[config.mk]
export PLATFORM = sky130hd
export DESIGN_NAME = cdc_toggle_event_rx
export DESIGN_NICKNAME = d
export VERILOG_FILES = /design/src/rtl/cdc_toggle_event_rx.sv
export SDC_FILE = /design/constraint.sdc
export NUM_CORES = 1
export LEC_CHECK = 0
export CAP_MARGIN = 30
export CORE_ASPECT_RATIO = 0.6
export CORE_UTILIZATION = 53
export DETAILED_ROUTE_END_ITERATION = 8
export HOLD_SLACK_MARGIN = 0.06
export PLACE_DENSITY = 0.76
export SYNTH_ARGS = -nofsm -noshare
export SYNTH_HDL_FRONTEND = slang
export SYNTH_SLANG_ARGS = --single-unit
[constraint.sdc]
create_clock -name slow_clk -period 3.45 [get_ports slow_clk]
set_input_delay 0.345 -clock slow_clk [delete_from_list [all_inputs] [get_ports slow_clk]]
set_output_delay 0.345 -clock slow_clk [all_outputs]
set_load 0.1 [all_outputs]
[src/rtl/cdc_toggle_event_rx.sv]
// cdc_toggle_event_rx
// Destination-side receiver for toggle-encoded events crossing into slow_clk.
// Per lane: synchroniser, one-cycle event pulse, ack toggle back to the sender
// and a saturating event counter with sticky overflow flag.
// Optional feature macro: CDC_RX_GLITCH_FILTER_EN
//   When defined, a lane's accepted level only moves once the synchronised level
//   is stable for two consecutive cycles (ack and pulse each one cycle later).
module cdc_toggle_event_rx #(
  parameter int LANES       = 8,
  parameter int SYNC_STAGES = 2,
  parameter int CNT_W       = 8,
  localparam int SEL_W      = (LANES > 1) ? $clog2(LANES) : 1
) (
  input  logic               slow_clk,
  input  logic               reset,
  input  logic [LANES-1:0]   req_tgl_async,
  output logic [LANES-1:0]   ack_tgl,
  output logic [LANES-1:0]   event_pulse,
  input  logic [SEL_W-1:0]   cnt_sel,
  input  logic               cnt_clear,
  output logic [CNT_W-1:0]   cnt_value,
  output logic [LANES-1:0]   cnt_ovf
);

`ifdef CDC_RX_GLITCH_FILTER_EN
  localparam int WARM = SYNC_STAGES + 2;
`else
  localparam int WARM = SYNC_STAGES + 1;
`endif
  localparam int WARM_W = $clog2(WARM + 1);
  localparam logic [CNT_W-1:0] CNT_MAX = {CNT_W{1'b1}};

  logic [LANES-1:0]  sync_q [SYNC_STAGES];
  logic [LANES-1:0]  sync_s;
  logic [LANES-1:0]  level_s;
  logic [LANES-1:0]  prev_q;
  logic [LANES-1:0]  pulse_q;
  logic [LANES-1:0]  pulse_d;
  logic [WARM_W-1:0] warm_q;
  logic [WARM_W-1:0] warm_d;
  logic              warm_done_s;
  logic [CNT_W-1:0]  cnt_q [LANES];
  logic [CNT_W-1:0]  cnt_d [LANES];
  logic [LANES-1:0]  ovf_q;
  logic [LANES-1:0]  ovf_d;
  logic [CNT_W-1:0]  cnt_value_q;
  logic [CNT_W-1:0]  cnt_value_d;

  // Plain flop chain per lane bringing the asynchronous toggles into slow_clk
  always_ff @(posedge slow_clk or posedge reset) begin
    if (reset) begin
      for (int s = 0; s < SYNC_STAGES; s++) begin
        sync_q[s] <= '0;
      end
    end else begin
      sync_q[0] <= req_tgl_async;
      for (int s = 1; s < SYNC_STAGES; s++) begin
        sync_q[s] <= sync_q[s-1];
      end
    end
  end

  assign sync_s = sync_q[SYNC_STAGES-1];

`ifdef CDC_RX_GLITCH_FILTER_EN
  logic [LANES-1:0] acc_q;
  logic [LANES-1:0] acc_d;
  logic [LANES-1:0] hold_s;

  // Accept a new level only when the stage behind sync already agrees with it,
  // i.e. sync will still hold this value in the next cycle
  always_comb begin
    hold_s = ~(sync_s ^ sync_q[SYNC_STAGES-2]);
    acc_d  = (acc_q & ~hold_s) | (sync_s & hold_s);
  end

  // Filtered accepted level register
  always_ff @(posedge slow_clk or posedge reset) begin
    if (reset) begin
      acc_q <= '0;
    end else begin
      acc_q <= acc_d;
    end
  end

  assign level_s = acc_q;
`else
  assign level_s = sync_s;
`endif

  // The ack returned to the sender is the accepted level itself (already a flop)
  assign ack_tgl = level_s;

  // Warm-up counter: saturates once pulses may be trusted after reset release
  always_comb begin
    warm_done_s = (warm_q == WARM_W'(WARM));
    if (warm_done_s) begin
      warm_d = warm_q;
    end else begin
      warm_d = warm_q + WARM_W'(1);
    end
  end

  // Edge detector next state: a level change becomes a pulse once warmed up
  always_comb begin
    pulse_d = (level_s ^ prev_q) & {LANES{warm_done_s}};
  end

  // Previous level, registered pulse and warm-up state
  always_ff @(posedge slow_clk or posedge reset) begin
    if (reset) begin
      prev_q  <= '0;
      pulse_q <= '0;
      warm_q  <= '0;
    end else begin
      prev_q  <= level_s;
      pulse_q <= pulse_d;
      warm_q  <= warm_d;
    end
  end

  assign event_pulse = pulse_q;

  // Per-lane counter next state: clear wins over overflow, a same-cycle event still counts
  always_comb begin
    for (int l = 0; l < LANES; l++) begin
      cnt_d[l] = cnt_q[l];
      ovf_d[l] = ovf_q[l];
      if (cnt_clear && (int'(cnt_sel) == l)) begin
        cnt_d[l] = pulse_q[l] ? CNT_W'(1) : CNT_W'(0);
        ovf_d[l] = 1'b0;
      end else if (pulse_q[l]) begin
        if (cnt_q[l] == CNT_MAX) begin
          ovf_d[l] = 1'b1;
        end else begin
          cnt_d[l] = cnt_q[l] + CNT_W'(1);
        end
      end else begin
        cnt_d[l] = cnt_q[l];
      end
    end
  end

  // Read mux: out-of-range selections read as zero
  always_comb begin
    if (int'(cnt_sel) < LANES) begin
      cnt_value_d = cnt_q[cnt_sel];
    end else begin
      cnt_value_d = CNT_W'(0);
    end
  end

  // Counter, overflow and read-back registers
  always_ff @(posedge slow_clk or posedge reset) begin
    if (reset) begin
      for (int l = 0; l < LANES; l++) begin
        cnt_q[l] <= '0;
      end
      ovf_q       <= '0;
      cnt_value_q <= '0;
    end else begin
      for (int l = 0; l < LANES; l++) begin
        cnt_q[l] <= cnt_d[l];
      end
      ovf_q       <= ovf_d;
      cnt_value_q <= cnt_value_d;
    end
  end

  assign cnt_value = cnt_value_q;
  assign cnt_ovf   = ovf_q;

endmodule

==> impl_metrics.py, run 1 <==
metrics = {
    "route": {
        "drc": 4,
        "viasPerCell": 6.592,
        "first_iter_violations": 575,
        "first_pass_iters": 8,
        "wl_per_cell_um": 19.43,
        "routed_wl_mm": 14.01,
        "vias": 4753,
        "ant_nets": 0,
    },
    "cts": {
        "clock_path_buffers": 2,
        "ctsHoldBuffers": 0,
        "clkTransAtPathRegs_ns": 0.06,
        "cts_setup_buffers": 0,
        "numClockSinks": 114,
        "numCtsBuffers": 17,
        "cts-root-buf": "clkbuf_16",
        "ctsResizeCount": 0,
        "cts_tree": "yes",
        "htreeDepth": 4,
        "clk_latency_ns": 0.42,
    },
    "sta": {
        "max_freq_mhz": 371.6,
        "finalMaxSlewViolations": 0,
        "setup_tns_ns": 0,
        "setup_ws_ns": 0.7588,
        "fin_crit_sh_pct": 78.01,
        "hold_violations": 0,
        "rsz0062_at_grt": "false",
        "fin_crit_ns": 2.691,
        "setup_viol": 0,
        "slew-limit-headroom_pct": 34.46,
        "worst_clock_skew_ns": 0.01127,
        "tightest_slew_ns": 0.9801,
    },
    "place": {
        "place_ws_ns": 0.8901,
        "globalplace.congestion": 0.8965,
        "post-place-cells": 689,
        "dpl.hpwl_mm": 9.698,
        "port_buffers": 45,
    },
    "synth": {
        "yosys.area.top_type_share_pct": 48.19,
        "dominantRegCellSynth": "dfrtp_1",
        "synth_area_leaders": "dfrtp_1 48%, mux4_2 4.2%, nand2_1 3.1%",
        "synth_edf_count": 0,
        "synth.cell_area_mm2": 0.005919,
        "synth-seq-cells": 114,
        "synthArstFlopShare_pct": 100.0,
        "syn-instance-count": 540,
        "syn_area_per_cell_um2": 10.96,
        "yosysTopAreaCell": "dfrtp_1",
        "yosysUniqueCellTypes": 54,
        "ys_top_cells_by_count": "114 x dfrtp_1, 49 x nand2_1, 34 x a21oi_1",
        "synth_most_common_cell": "dfrtp_1",
        "synth_nets": 563,
        "synth_seq_area_share_pct": 48.19,
        "ys.warnings.count": 0,
    },
    "worst_hold_path": {
        "min-delay-start": "sync_q[10]",
        "hold_depth": 0,
        "hold_class": "register to register",
    },
    "pwr": {
        "power_frac_seq_pct": 41.9,
        "p_sw_share_pct": 39.84,
        "power_density_mw_per_mm2": 761.4,
        "power.share.clock_pct": 31.4,
        "p_comb_share_pct": 26.7,
        "p_int_mw": 3.166,
        "p_switching_mw": 2.096,
        "ir_drop_mv": 0.4122,
        "p_leak_nw": 2.984,
    },
    "floorplan": {
        "ios": 46,
        "die-area_mm2": 0.01161,
        "die_h_um": 83.86,
        "initial_core_util_pct": 55.30,
        "core_area_mm2": 0.01070,
        "die_w_um": 138.4,
        "row_count": 29,
    },
    "final_layout": {
        "diodes": 0,
        "utilization_pct": 64.57,
        "final_cells": 721,
        "area.growth.synth_to_final_pct": 16.76,
        "layout-drive-gt1-share_pct": 11.34,
        "fillers": 801,
        "nets": 592,
    },
    "global_route": {
        "gr-total-overflow": 0,
        "grt_pass1_wl_mm": 22.85,
        "first_global_vias": 4367,
        "antenna_found_initial": 0,
        "grt_usage_pct": 25.96,
        "grt_start_max_net_pins": 48,
    },
    "worst_setup_path": {
        "r2r-start": "cnt_q[8]",
        "crit_type": "register to output port",
        "slowest_delay_ns": 1.24,
        "cp_cell_sequence": "clkdlybuf4s50_1",
        "crit_buf_inv": 1,
        "required_ns": 3.11,
        "crit_cells": 1,
        "cp_max_fo": 13,
        "r2r_cells": 4,
        "cp-start-kind": "register",
        "critPathTopFamily": "buffers and inverters",
        "cp-startpoint": "event_pulse[3]",
        "cp-end-kind": "output port",
        "worstPathArrival_ns": 2.35,
        "slowest_stage": "clkdlybuf4s50_1",
    },
    "run_status": {
        "violations": "DRC",
        "outcome": "complete, but fails checks",
    },
    "flow_run": {
        "cap_violations": 0,
    },
}
==> stage by stage <==
step | cell area [um^2] | total power [mW] | hold slack (ns)
after floorplan | 5919 | 3.133 | 0.3312
final | 6912 | 5.262 | 0.3493
after CTS | 6912 | 5.262 | 0.3464
after global routing | 6912 | 5.519 | 0.3439
after global placement | 6354 | 3.521 | 0.3315
after detailed placement | 6354 | 3.592 | 0.3347
==> logic make-up (layout without fill, tap and decap cells) <==
kind of cell | after synthesis | in the layout | synth area share, %
AO/OA/AOI/OAI | 123 | 123 | 13.95
XOR/XNOR | 9 | 9 | 1.332
adder cells (fa/ha/maj) | 9 | 9 | 1.902
buffers and inverters | 55 | 97 | 4.904
flip-flops | 114 | 114 | 48.19
multiplexers | 40 | 40 | 10.65
AND/OR/NAND/NOR | 190 | 190 | 19.07
==> power groups by stage <==
stage	sequential, mW	combinational (mW)	clock [mW]
floorplan	2.33	0.807	0
global placement	2.17	1.35	0
detailed placement	2.19	1.40	0
CTS	2.17	1.41	1.68
global route	2.25	1.53	1.74
finish	2.20	1.41	1.65
==> per-layer routing <==
metal  share of wire, %  global-route usage [%]
met1                 48                   39.33
met2                 42                   34.98
met3                8.8                   7.172
met4                1.5                   9.908
met5                  0                       0
==> state kept, by name, indices dropped and copies added (netlist names) <==
name and flops:
cnt_q 64, ack_tgl 8, cnt_ovf 8, cnt_value 8, event_pulse 8, prev_q 8, sync_q 8, warm_q 2
==> cell type report <==
cell class / instances / area, um^2 / area share [%]
multi-input combinational: 371 / 2776 / 40.17
timing repair buffer: 51 / 495.5 / 7.169
clock buffer: 18 / 439.2 / 6.354
sequential: 114 / 2853 / 41.27
tap: 139 / 173.9 / 2.516
inverter: 14 / 55.05 / 0.7965
clock inverter: 14 / 118.9 / 1.720
==> layout by cell type, fill, tap and decap left out, types with 2 or more instances in the layout <==
cell type        count
a41oi_1              4
nor3_1              17
mux4_1               5
and3_1              16
clkinvlp_4           2
nor2_1              12
inv_1               13
clkbuf_16           17
and4bb_2             2
a211oi_1            21
mux2i_1             15
dfrtp_1            114
and4b_1              3
clkdlybuf4s50_1     45
nand2b_1             6
inv_6                7
nand4b_1             4
a211o_1              5
o211a_1              6
a21oi_1             34
xor2_1               8
nand4_1             20
nor3b_1              2
o21bai_1             4
buf_4                6
nand3_1             12
and2_1              12
and4_1              14
o21ai_0             11
a31oi_1             25
nand4bb_1            3
a311oi_1             4
mux2_2               9
nor4_1               3
ha_1                 9
nand2_1             49
mux4_2              11
nor2b_1              6
a21boi_0             3
clkinv_4             3
==> path summary, 6_finish.rpt <==
kind                            slack, ns              to
worst max-delay path                 0.76  event_pulse[3]
worst min-delay path                 0.35      ack_tgl[2]
worst max register to register       1.63       cnt_q[13]
worst min register to register       0.35      ack_tgl[2]
max in group asynchronous            2.33       cnt_q[34]
min in group asynchronous            0.36       cnt_q[11]
No activity file was read; power rests on OpenSTA's default activity.
==> inputs of run 2 (changes only) <==
Clock period 3.45 ns to 2.42 ns, I/O delays scaled along.
==> impl_metrics.py, run 2 (same netlist as run 1, synthesis figures left out) <==
metrics = {
    "route": {
        "wl_met2_mm": 5.950,
        "wl_met1_mm": 6.767,
        "wl_met3_mm": 1.108,
        "first_iter_violations": 530,
        "viasPerCell": 6.435,
        "top_layer": "met4",
        "first_pass_iters": 7,
        "ant_nets": 0,
        "wl_per_cell_um": 19.24,
        "drc": 4,
        "vias": 4678,
        "routed_wl_mm": 13.99,
    },
    "final_layout": {
        "fillers": 792,
        "layout-drive-gt1-share_pct": 17.69,
        "utilization_pct": 65.35,
        "top_register": "cnt_q",
        "final_common_cell": "dfrtp_1",
        "final_cells": 727,
        "nets": 599,
        "diodes": 0,
        "area.growth.synth_to_final_pct": 18.18,
        "final_cell_mix": "114 x dfrtp_1, 49 x nand2_1, 42 x buf_4",
        "regArea_mm2": 0.002853,
        "largest_reg_flops": 64,
        "multi_input_area_mm2": 0.002776,
    },
    "cts": {
        "ctsResizeCount": 0,
        "cts_setup_buffers": 0,
        "cts-root-buf": "clkbuf_16",
        "numClockSinks": 114,
        "clock_path_buffers": 2,
        "numCtsBuffers": 17,
        "clkTransAtPathRegs_ns": 0.06,
        "clk_latency_ns": 0.41,
        "cts_tree": "yes",
        "htreeDepth": 4,
        "ctsHoldBuffers": 0,
    },
    "place": {
        "port_buffers": 45,
        "post-place-cells": 696,
        "globalplace.congestion": 0.8843,
        "dpl.hpwl_mm": 9.845,
    },
    "pwr": {
        "power_frac_seq_pct": 40.1,
        "p_sw_share_pct": 37.69,
        "ir_drop_mv": 0.6446,
        "p_comb_share_pct": 25.7,
        "p_int_mw": 4.871,
        "finalPower_mw": 7.817,
        "p_switching_mw": 2.947,
        "p_leak_nw": 3.098,
        "power.share.clock_pct": 34.2,
        "power_density_mw_per_mm2": 1117,
    },
    "worst_setup_path": {
        "cp-end-kind": "register",
        "cp_max_fo": 7,
        "required_ns": 2.72,
        "crit_type": "register to register",
        "r2r_slack_ns": 0.65,
        "worstPathArrival_ns": 2.07,
        "cp-start-kind": "register",
    },
    "sta": {
        "fin_crit_ns": 1.771,
        "worst_clock_skew_ns": 0.005446,
        "fin_crit_sh_pct": 73.20,
        "hold_violations": 0,
        "setup_viol": 0,
        "max_freq_mhz": 564.5,
        "slew-limit-headroom_pct": 52.21,
        "rsz0062_at_grt": "false",
        "hold_slack_ns": 0.2219,
        "tightest_slew_ns": 0.7147,
        "setup_tns_ns": 0,
        "finalMaxSlewViolations": 0,
    },
    "worst_hold_path": {
        "hold_class": "primary input to async pin",
    },
    "global_route": {
        "antenna_found_initial": 0,
        "first_global_vias": 4464,
        "grt_usage_pct": 26.02,
        "grt_start_max_net_pins": 34,
        "gr-total-overflow": 0,
        "grt_pass1_wl_mm": 23.16,
    },
    "floorplan": {
        "core_area_mm2": 0.01070,
        "die_h_um": 83.86,
        "row_count": 29,
        "die_w_um": 138.4,
        "initial_core_util_pct": 55.30,
        "die-area_mm2": 0.01161,
        "ios": 46,
    },
    "flow_run": {
        "cap_violations": 0,
    },
    "run_status": {
        "outcome": "complete, but fails checks",
        "violations": "DRC",
    },
}
run 2: changes by cell type in the layout (fill, tap and decap cells not counted):
cell	change
buf_12	+3
buf_4	+36
bufinv_16	+4
clkbuf_8	-1
clkdlybuf4s50_1	-32
clkinv_2	-1
clkinv_4	+1
clkinvlp_4	+1
inv_4	-1
inv_6	-3
inv_8	-1
run 2: final timing paths:
| path | depth (start not counted) | end | from |
|---|---|---|---|
| max reg2reg | 4 | cnt_q[13] | cnt_q[8] |
| max in group asynchronous | 3 | cnt_q[45] | reset |
| min reg2reg | 0 | ack_tgl[6] | sync_q[14] |
| max | 4 | cnt_q[13] | cnt_q[8] |
| min in group slow_clk | 1 | sync_q[12] | req_tgl_async[4] |
| min | 2 | sync_q[12] | reset |
run 2: layout make-up:
| cell class | instances | area share (%) |
|---|---|---|
| Clock buffer | 17 | 6.081 |
| Clock inverter | 14 | 2.933 |
| Inverter | 14 | 0.8049 |
| Multi-Input combinational cell | 371 | 39.69 |
| Sequential cell | 114 | 40.78 |
| Tap cell | 139 | 2.486 |
| Timing Repair Buffer | 58 | 7.226 |
run 2: metal layers:
metal | vias up | GRT usage [%]
li1 | 2137 | -
met1 | 2328 | 39.32
met2 | 198 | 36.59
met3 | 15 | 6.483
met4 | 0 | 8.069
met5 | - | 0
run 2: per-stage QoR:
stage | worst slack [ns] | instance area (um^2)
2_1_floorplan | 0.5192 | 5923
3_3_place_gp | 0.4050 | 6365
3_5_place_dp | 0.3451 | 6365
4_1_cts | 0.6632 | 6995
5_1_grt | 0.5669 | 6995
6_report | 0.6486 | 6995
run 2: critical path, cell delays in order, from the launching register on:
cell and delay [ns]:
dfrtp_1 0.45, ha_1 0.27, and3_1 0.28, or4_1 0.48, and3_1 0.18
run 2: power groups by stage:
stage               Sequential (mW)  Combinational [mW]  Clock, mW
finish                         3.13                2.01       2.68
global route                   3.20                2.18       2.78
CTS                            3.09                2.01       2.71
detailed placement             3.11                2.00          0
global placement               3.08                1.92          0
floorplan                      3.32                1.15          0
